===== config.mk =====
export PLATFORM = sky130hd
export DESIGN_NAME = reset_sequencer
export DESIGN_NICKNAME = d
export VERILOG_FILES = /design/src/rtl/reset_seq_pkg.sv /design/src/rtl/lock_sync_filter.sv /design/src/rtl/reset_sequencer.sv
export SDC_FILE = /design/constraint.sdc
export NUM_CORES = 1
export LEC_CHECK = 0
export BUFFER_PORTS_ARGS = -buffer_cell sky130_fd_sc_hd__buf_4
export CORE_MARGIN = 8
export CORE_UTILIZATION = 50
export CTS_CLUSTER_DIAMETER = 200
export DETAILED_ROUTE_END_ITERATION = 12
export MAX_ROUTING_LAYER = met4
export PLACE_DENSITY_LB_ADDON = 0.08
export SLEW_MARGIN = 20
export SYNTH_ARGS = -nofsm -noshare
export SYNTH_HDL_FRONTEND = slang
export SYNTH_SLANG_ARGS = --single-unit

===== constraint.sdc =====
create_clock -name CLK_SLOW -period 2.3 [get_ports CLK_SLOW]
set_input_delay 0.115 -clock CLK_SLOW [delete_from_list [all_inputs] [get_ports CLK_SLOW]]
set_output_delay 0.115 -clock CLK_SLOW [all_outputs]
set_load 0.02 [all_outputs]

===== src/rtl/reset_seq_pkg.sv =====
// reset_seq_pkg: shared state encoding, lock-loss counter constants and counter width helper
package reset_seq_pkg;
  typedef enum logic [1:0] {
    ST_HOLD      = 2'd0,
    ST_WAIT_LOCK = 2'd1,
    ST_RELEASE   = 2'd2,
    ST_RUN       = 2'd3
  } state_e;
  localparam int LOSS_W = 8;
  localparam logic [LOSS_W-1:0] LOSS_MAX = '1;
  function automatic int cnt_w(input int max_val);
    return $clog2(max_val + 1);
  endfunction
endpackage


===== src/rtl/lock_sync_filter.sv =====
// lock_sync_filter: two-flop synchroniser for LOCK_IN followed by a consecutive-high stability filter
module lock_sync_filter
  import reset_seq_pkg::*;
#(
  parameter int LOCK_FILTER = 8
) (
  input  logic CLK_SLOW,
  input  logic RESET_SLOW,
  input  logic LOCK_IN,
  output logic lock_stable
);
  localparam int FW = cnt_w(LOCK_FILTER);
  logic [1:0] sync_q, sync_d;
  logic [FW-1:0] filt_q, filt_d;
  logic lock_sync;
  always_comb begin
    sync_d = {sync_q[0], LOCK_IN};
    lock_sync = sync_q[1];
    filt_d = !lock_sync ? '0 : (filt_q == FW'(LOCK_FILTER)) ? filt_q : filt_q + FW'(1);
    lock_stable = lock_sync && (filt_q >= FW'(LOCK_FILTER - 1));
  end
  always_ff @(posedge CLK_SLOW) begin
    if (RESET_SLOW) begin
      sync_q <= '0;
      filt_q <= '0;
    end else begin
      sync_q <= sync_d;
      filt_q <= filt_d;
    end
  end
endmodule


===== src/rtl/reset_sequencer.sv =====
// reset_sequencer: hold, lock-qualified, staggered release of N_CHAN resets with re-sequencing on lock loss or software request
module reset_sequencer
  import reset_seq_pkg::*;
#(
  parameter int N_CHAN         = 4,
  parameter int HOLD_CYCLES    = 255,
  parameter int STAGGER_CYCLES = 16,
  parameter int LOCK_FILTER    = 8
) (
  input  logic              CLK_SLOW,
  input  logic              RESET_SLOW,
  input  logic              LOCK_IN,
  input  logic              SW_RESET_REQ,
  output logic [N_CHAN-1:0] RESET_OUT,
  output logic              READY,
  output logic [1:0]        STATE,
  output logic [LOSS_W-1:0] LOCK_LOSS_COUNT
);
  localparam int HW = cnt_w(HOLD_CYCLES);
  localparam int REL_LAST = (N_CHAN - 1) * STAGGER_CYCLES;
  localparam int RW = cnt_w(REL_LAST + 1);
  if (N_CHAN < 1 || N_CHAN > 16 || HOLD_CYCLES < 1 || STAGGER_CYCLES < 1 || LOCK_FILTER < 1) begin : g_bad_params
    $error("reset_sequencer: parameter out of range");
  end
  state_e state_q, state_d;
  logic [HW-1:0] hold_q, hold_d;
  logic [RW-1:0] rel_q, rel_d;
  logic [N_CHAN-1:0] rst_q, rst_d;
  logic ready_q, ready_d;
  logic [LOSS_W-1:0] loss_q, loss_d;
  logic lock_stable, lock_loss, trig;
  lock_sync_filter #(.LOCK_FILTER(LOCK_FILTER)) u_lock (
    .CLK_SLOW   (CLK_SLOW),
    .RESET_SLOW (RESET_SLOW),
    .LOCK_IN    (LOCK_IN),
    .lock_stable(lock_stable)
  );
  always_comb begin
    lock_loss = !lock_stable && (state_q == ST_RELEASE || state_q == ST_RUN);
    trig = SW_RESET_REQ || lock_loss;
    state_d = trig ? ST_HOLD
      : (state_q == ST_HOLD && hold_q == HW'(1)) ? ST_WAIT_LOCK
      : (state_q == ST_WAIT_LOCK && lock_stable) ? ST_RELEASE
      : (state_q == ST_RELEASE && rel_q == RW'(REL_LAST)) ? ST_RUN
      : state_q;
    hold_d = (state_q == ST_HOLD && !trig) ? hold_q - HW'(1) : HW'(HOLD_CYCLES);
    rel_d = (state_q == ST_RELEASE) ? rel_q + RW'(1) : '0;
    for (int k = 0; k < N_CHAN; k++)
      rst_d[k] = (state_d == ST_HOLD) || (rst_q[k] && !(state_d == ST_RELEASE && rel_d == RW'(k * STAGGER_CYCLES)));
    ready_d = state_d == ST_RUN;
    loss_d = (lock_loss && loss_q != LOSS_MAX) ? loss_q + LOSS_W'(1) : loss_q;
  end
  always_ff @(posedge CLK_SLOW) begin
    if (RESET_SLOW) begin
      state_q <= ST_HOLD;
      hold_q  <= HW'(HOLD_CYCLES);
      rel_q   <= '0;
      rst_q   <= '1;
      ready_q <= 1'b0;
      loss_q  <= '0;
    end else begin
      state_q <= state_d;
      hold_q  <= hold_d;
      rel_q   <= rel_d;
      rst_q   <= rst_d;
      ready_q <= ready_d;
      loss_q  <= loss_d;
    end
  end
  assign RESET_OUT = rst_q;
  assign READY = ready_q;
  assign STATE = state_q;
  assign LOCK_LOSS_COUNT = loss_q;
endmodule


# Word-level counts from Yosys, hierarchy flattened
# Index checks and enable logic that the tools add are counted.
# Widths: inputs -> output; s select.
[totals] ff_bits=35 inputBits=4 wordCells=64
[op_classes] add_sub_neg=4 order_cmp=1 n_eq_ne=12 muxes=5 bitwise_logic=2 n_reduce_logical=32
[op_table] operator="$eq 6x6->1 const B" n=3
[op_table] operator="$logic_and 1x1->1" n=15
[op_table] operator="$add 8x1->8 const B" n=1
[op_table] operator="$eq 2x2->1 const B" n=4
[op_table] operator="$eq 8x1->1 const B" n=1
[op_table] operator="$mux 2" n=4
[op_table] operator="$ne 8x8->1 const B" n=1
[op_table] operator="$sub 8x1->8 const B" n=1
[op_table] operator="$add 6x1->6 const B" n=1
[op_table] operator="$eq 6x5->1 const B" n=1
[op_table] operator="$logic_not 1->1" n=6
[op_table] operator="$logic_not 6->1" n=1
[op_table] operator="$logic_or 1x1->1" n=6
[op_table] operator="$mux 6" n=1
[op_table] operator="$add 4x1->4 const B" n=1
[op_table] operator="$eq 4x4->1 const B" n=1
[op_table] operator="$ge 4x3->1 const B" n=1
[op_table] operator="$logic_not 2->1" n=2
[op_table] operator="$reduce_or 2->1" n=2
[op_table] operator="$eq 2x1->1 const B" n=1
[op_table] operator="$not 1->1" n=2

# Longest topological paths before layout
[depth] word_depth=11 mapped_depth=7

# By module
# A second synthesis with hierarchy kept.
[unflattened] hier_cells=172 area_unflattened_um2=1646.6
[by_module_without_submodules] mod="reset_sequencer" n_inst=1 cells_per_inst=145 area_per_inst_um2=1376.3
[by_module_without_submodules] mod="lock_sync_filter" n_inst=1 cells_per_inst=27 area_per_inst_um2=270.3

# Worst setup path before layout
# Ideal clock, no wire load.
[synth_path] path_kind="register to register" startpoint="reg hold_q[1]" endpoint="reg rst_q[0] (netlist: RESET_OUT[0])" setup_ns=0.128 arrival_time_ns=1.569 setup_slack_ns=0.604 path_stages_with_launch=8 synth_period_minus_slack_ns=1.696 path_cell_list="dfxtp_1 inv_1 ha_1 or4b_4 nor4_4 a2bb2oi_2 nor3b_2 a21oi_1"
[synth_via] elab_chain_len=9 elab_cells_between_ends=10
[synth_rtl] element="start, declared" line="reset_sequencer.sv:26" text="logic [HW-1:0] hold_q, hold_d;"
[synth_rtl] element="start signal, assigned" line="reset_sequencer.sv:56" text="hold_q <= HW'(HOLD_CYCLES);"
[synth_rtl] element="start signal, assigned" line="reset_sequencer.sv:63" text="hold_q <= hold_d;"
[synth_rtl] element="$eq 8x1->1 (*)" line="reset_sequencer.sv:42" text=": (state_q == ST_HOLD && hold_q == HW'(1)) ? ST_WAIT_LOCK"
[synth_rtl] element="$logic_and 1x1->1 (*)" line="reset_sequencer.sv:42"
[synth_rtl] element="$mux 2 (*)" line="reset_sequencer.sv:42"
[synth_rtl] element="$mux 2 (*)" line="reset_sequencer.sv:41" text="state_d = trig ? ST_HOLD"
[synth_rtl] element="$eq 2x2->1" line="reset_sequencer.sv:49" text="rst_d[k] = (state_d == ST_HOLD) || (rst_q[k] && !(state_d == ST_RELEASE && rel_d == RW'(k * STAGGER_CYCLES)));"
[synth_rtl] element="$logic_and 1x1->1" line="reset_sequencer.sv:49"
[synth_rtl] element="$logic_not 1->1" line="reset_sequencer.sv:49"
[synth_rtl] element="$logic_and 1x1->1" line="reset_sequencer.sv:49"
[synth_rtl] element="$logic_or 1x1->1 (*)" line="reset_sequencer.sv:49"
[synth_rtl] element="end signal, assigned" line="reset_sequencer.sv:65" text="rst_q <= rst_d;"
[synth_rtl] element="end, declared" line="reset_sequencer.sv:28" text="logic [N_CHAN-1:0] rst_q, rst_d;"
# Mark *: on every way between the ends. The rest lies on a longest branch, timed or not.
# A chain may end at the register's enable or synchronous reset.

# Worst setup path in the final report
[layout_path] startpoint="reg hold_q[1]" endpoint="reg rst_q[2] (netlist: RESET_OUT[2])"
# The elaborated chain is that of the path after synthesis.

==> metrics.log <==
INFO  metric placement.io_buffers = 18
INFO  metric netlist.top_cell.by_area = dfxtp_1
INFO  metric hold_depth = 2
INFO  metric placed_cells_incl_taps = between 200 and 250
INFO  metric grt_first_pass_wirelength = between 4000 and 5000 µm
INFO  metric post-route-drc-count = 0
INFO  metric grt_setup_unrepaired = false
INFO  metric path_buf_inv = 1
INFO  metric worst_path_maximum_fanout = 6
INFO  metric critical_path.cell_chain = inv_1, ha_1, or4b_4, nor4_4, a2bb2oi_2, nor3b_2, a21oi_1
INFO  metric cts_post_setup_buffers_inserted = 0
INFO  metric finalSetupViolCount = 0
INFO  metric finish.cell_count_without_fillers = 229
INFO  metric first_global_vias = ~1.1k
INFO  metric crit_arrival = about 2.1 ns
INFO  metric regArea = between 700 and 800 µm²
INFO  metric synth_area = 1560 µm²
INFO  metric worst-slew-pin-transition = approximately 0.39 ns
INFO  metric crit_family = simple AND/OR/NAND/NOR gates
INFO  metric place_congestion = 0.795
INFO  metric ctsHtreeMaxLevel = 2
INFO  metric post_synth_inst_count = 170
INFO  metric cts_tree = yes
INFO  metric cts_resized = 0
INFO  metric period_needed = between 1.5 and 2 ns
INFO  metric post-route-util = about three fifths
INFO  metric nets = slightly above 200
INFO  metric clock_transition_at_the_registers_of_the_reported_paths = approximately 0.1 ns
INFO  metric max-slew-margin-rel = around three quarters
INFO  metric grt.overflow.total = 0
INFO  metric avgRoutedWirePerCell = between 10 and 15 µm
INFO  metric pin_count_of_the_biggest_net_entering_global_routing = 21
INFO  metric n_fill_cell = approximately 270
INFO  metric clkLatencyLatePin = around 0.34 ns
INFO  metric max-cap-violations = 0
INFO  metric rows = 20
INFO  metric area.growth.synth_to_final = 15.5%
INFO  metric synthDominantCellAreaShare = around 45%
INFO  metric clkSinkCount = 35
INFO  metric initial_core_util = about half
INFO  metric hold_viol_final = 0
INFO  metric p_leak = 0.000698 µW
INFO  metric worst-r2r-cell-count = 7
INFO  metric powerDensity = around 530 nW/µm²
INFO  metric core-area = about 3000 µm²
INFO  metric path_class = flip-flop to flip-flop
INFO  metric numCtsBuffers = 5
INFO  metric required = around 2.5 ns
INFO  metric postSynthNetCount = 181
INFO  metric dieHeight = 71.8 µm
INFO  metric fp.dieArea = roughly 5200 µm²
INFO  metric detailed_place_hpwl = 2180 µm
INFO  metric drive_above_1_share = between 15 and 20%
INFO  metric ys_top_cells_by_area = dfxtp_1, ha_1, nor2_1
INFO  metric num_antenna_cells = 0
INFO  metric register_to_register_setup_slack = 0.43 ns
INFO  metric yosysWarningCount = 0
INFO  metric synthArstFlopShare = 0%
INFO  metric syn_avg_cell_area = about 9.1 µm²
INFO  metric pin_count = 19
INFO  metric worstSetupEndpointType = flip-flop
INFO  metric antenna_violations_before_repair = 0
INFO  metric critPathSlowestCell = or4b_4
INFO  metric timing.final.max_slew_violations = 0
INFO  metric slowest_delay = between 0.4 and 0.5 ns
INFO  metric start_kind = flip-flop
INFO  metric clock_path_buffers = 2
INFO  metric detailroute.via_count = about 1.2k
INFO  metric synth_seq_cells = 35
INFO  metric postRouteAntennaNets = 0
INFO  metric dr.pass1.iters = 4
INFO  metric post_synth_num_cell_types = 37
INFO  metric ir_worst_vdd = 267 µV
INFO  metric drt_iter0_drc = 49
INFO  metric worst_hold_path_type = input pin to flip-flop
INFO  metric synth-seq-area-share = 45.1%
INFO  metric synth-edff-count = 0
INFO  metric die_w = between 70 and 80 µm
INFO  metric timing.critical_path.depth = 7
INFO  metric timing.fmax = between 0.5 and 0.6 GHz
INFO  metric synth_ff_type = dfxtp_1
INFO  metric via_per_inst = approximately 5.4
INFO  metric final.period_utilization = 81.5%
INFO  metric footprint_of_the_multi_input_gates = just over 800 µm²
INFO  metric cts_root_buffer = clkbuf_4
INFO  metric fin_tns_setup = 0 ns
INFO  metric run_status = completed
INFO  metric gr-usage-all-layers = between 10% and 20%
INFO  metric wl = between 2000 and 3000 µm
INFO  metric final.setup_skew = 0.0103 ns
==> report_power, final <==
group	total [µW]	internal (µW)	switching [µW]
Combinational	25.3	11.2	14.0
Clock	309	119	190
Sequential	613	609	3.38
Total	947	740	207
==> through the flow <==
step	setup WS (ns)	power [µW]	area [µm²]	hold slack [ns]
finish	0.426	947	1800	0.107
global placement	0.549	649	1730	0.325
global route	0.307	995	1800	0.0946
detailed placement	0.457	650	1730	0.327
floorplan	0.604	639	1560	0.194
CTS	0.447	962	1800	0.0902
==> layout by cell type, fill, tap and decap left out, types with 5 or more instances in the layout <==
cell type   n
buf_4      19
dfxtp_1    35
nor2_1     22
inv_1       8
nand2b_1    5
nand2_1    11
nor3_1     11
xor2_1      9
clkbuf_4    5
xnor2_1     8
nand3_1     7
a21oi_1     7
ha_1        7
==> kinds of logic (layout without fill, tap and decap cells) <==
kind of cell             Yosys count  count (layout)  share of synthesized area, %
XOR/XNOR                          17              17                          9.57
multiplexers                       2               2                          1.29
buffers and inverters             11              37                          2.74
AO/OA/AOI/OAI                     16              16                          6.60
AND/OR/NAND/NOR                   82              82                          29.1
adder cells (fa/ha/maj)            7               7                          5.63
flip-flops                        35              35                          45.1
==> repair_timing <==
| action | 4_1_cts | 5_1_grt |
|---|---|---|
| hold buffers | 2 | 0 |
| endpoints found under the hold margin | 2 | 0 |
| endpoints found under the setup margin | 0 | 0 |
==> final cells by class <==
cell class	count	area share, %
Clock inverter	1	0.279
Inverter	8	1.67
Sequential cell	35	39.0
Tap cell	33	2.30
Timing Repair Buffer	21	9.05
Clock buffer	7	2.51
Multi-Input combinational cell	124	45.2
==> Yosys cell counts (all sizes together), types with 3 or more instances <==
cell and instances:
nand4 3, a21oi 7, dfxtp 35, nor3b 4, nand2 11, xor2 9, nand2b 5, inv 8
nand3 7, xnor2 8, nor3 11, ha 7, nor2 22, and2 3, and3 3
==> registers in the layout, indices dropped and copies added, names as in the netlist <==
register,cells
u_lock.filt_q,4
LOCK_LOSS_COUNT,8
hold_q,8
RESET_OUT,4
rel_q,6
READY,1
u_lock.sync_q,2
STATE,2
==> per-layer routing <==
layer	track usage [%]	wire, µm	up-vias
met1	14.1	1350	583
li1	-	-	629
met4	6.12	36	0
met2	19.3	1370	21
met5	-	0	-
met3	5.16	157	5
==> worst paths after layout <==
path | startpoint | endpoint
setup / recovery | hold_q[1] | RESET_OUT[2]
hold / removal | RESET_SLOW | LOCK_LOSS_COUNT[2]
setup reg to reg | hold_q[1] | RESET_OUT[2]
hold reg to reg | hold_q[0] | hold_q[0]
Note: power is estimated with default switching activity, not from simulation.
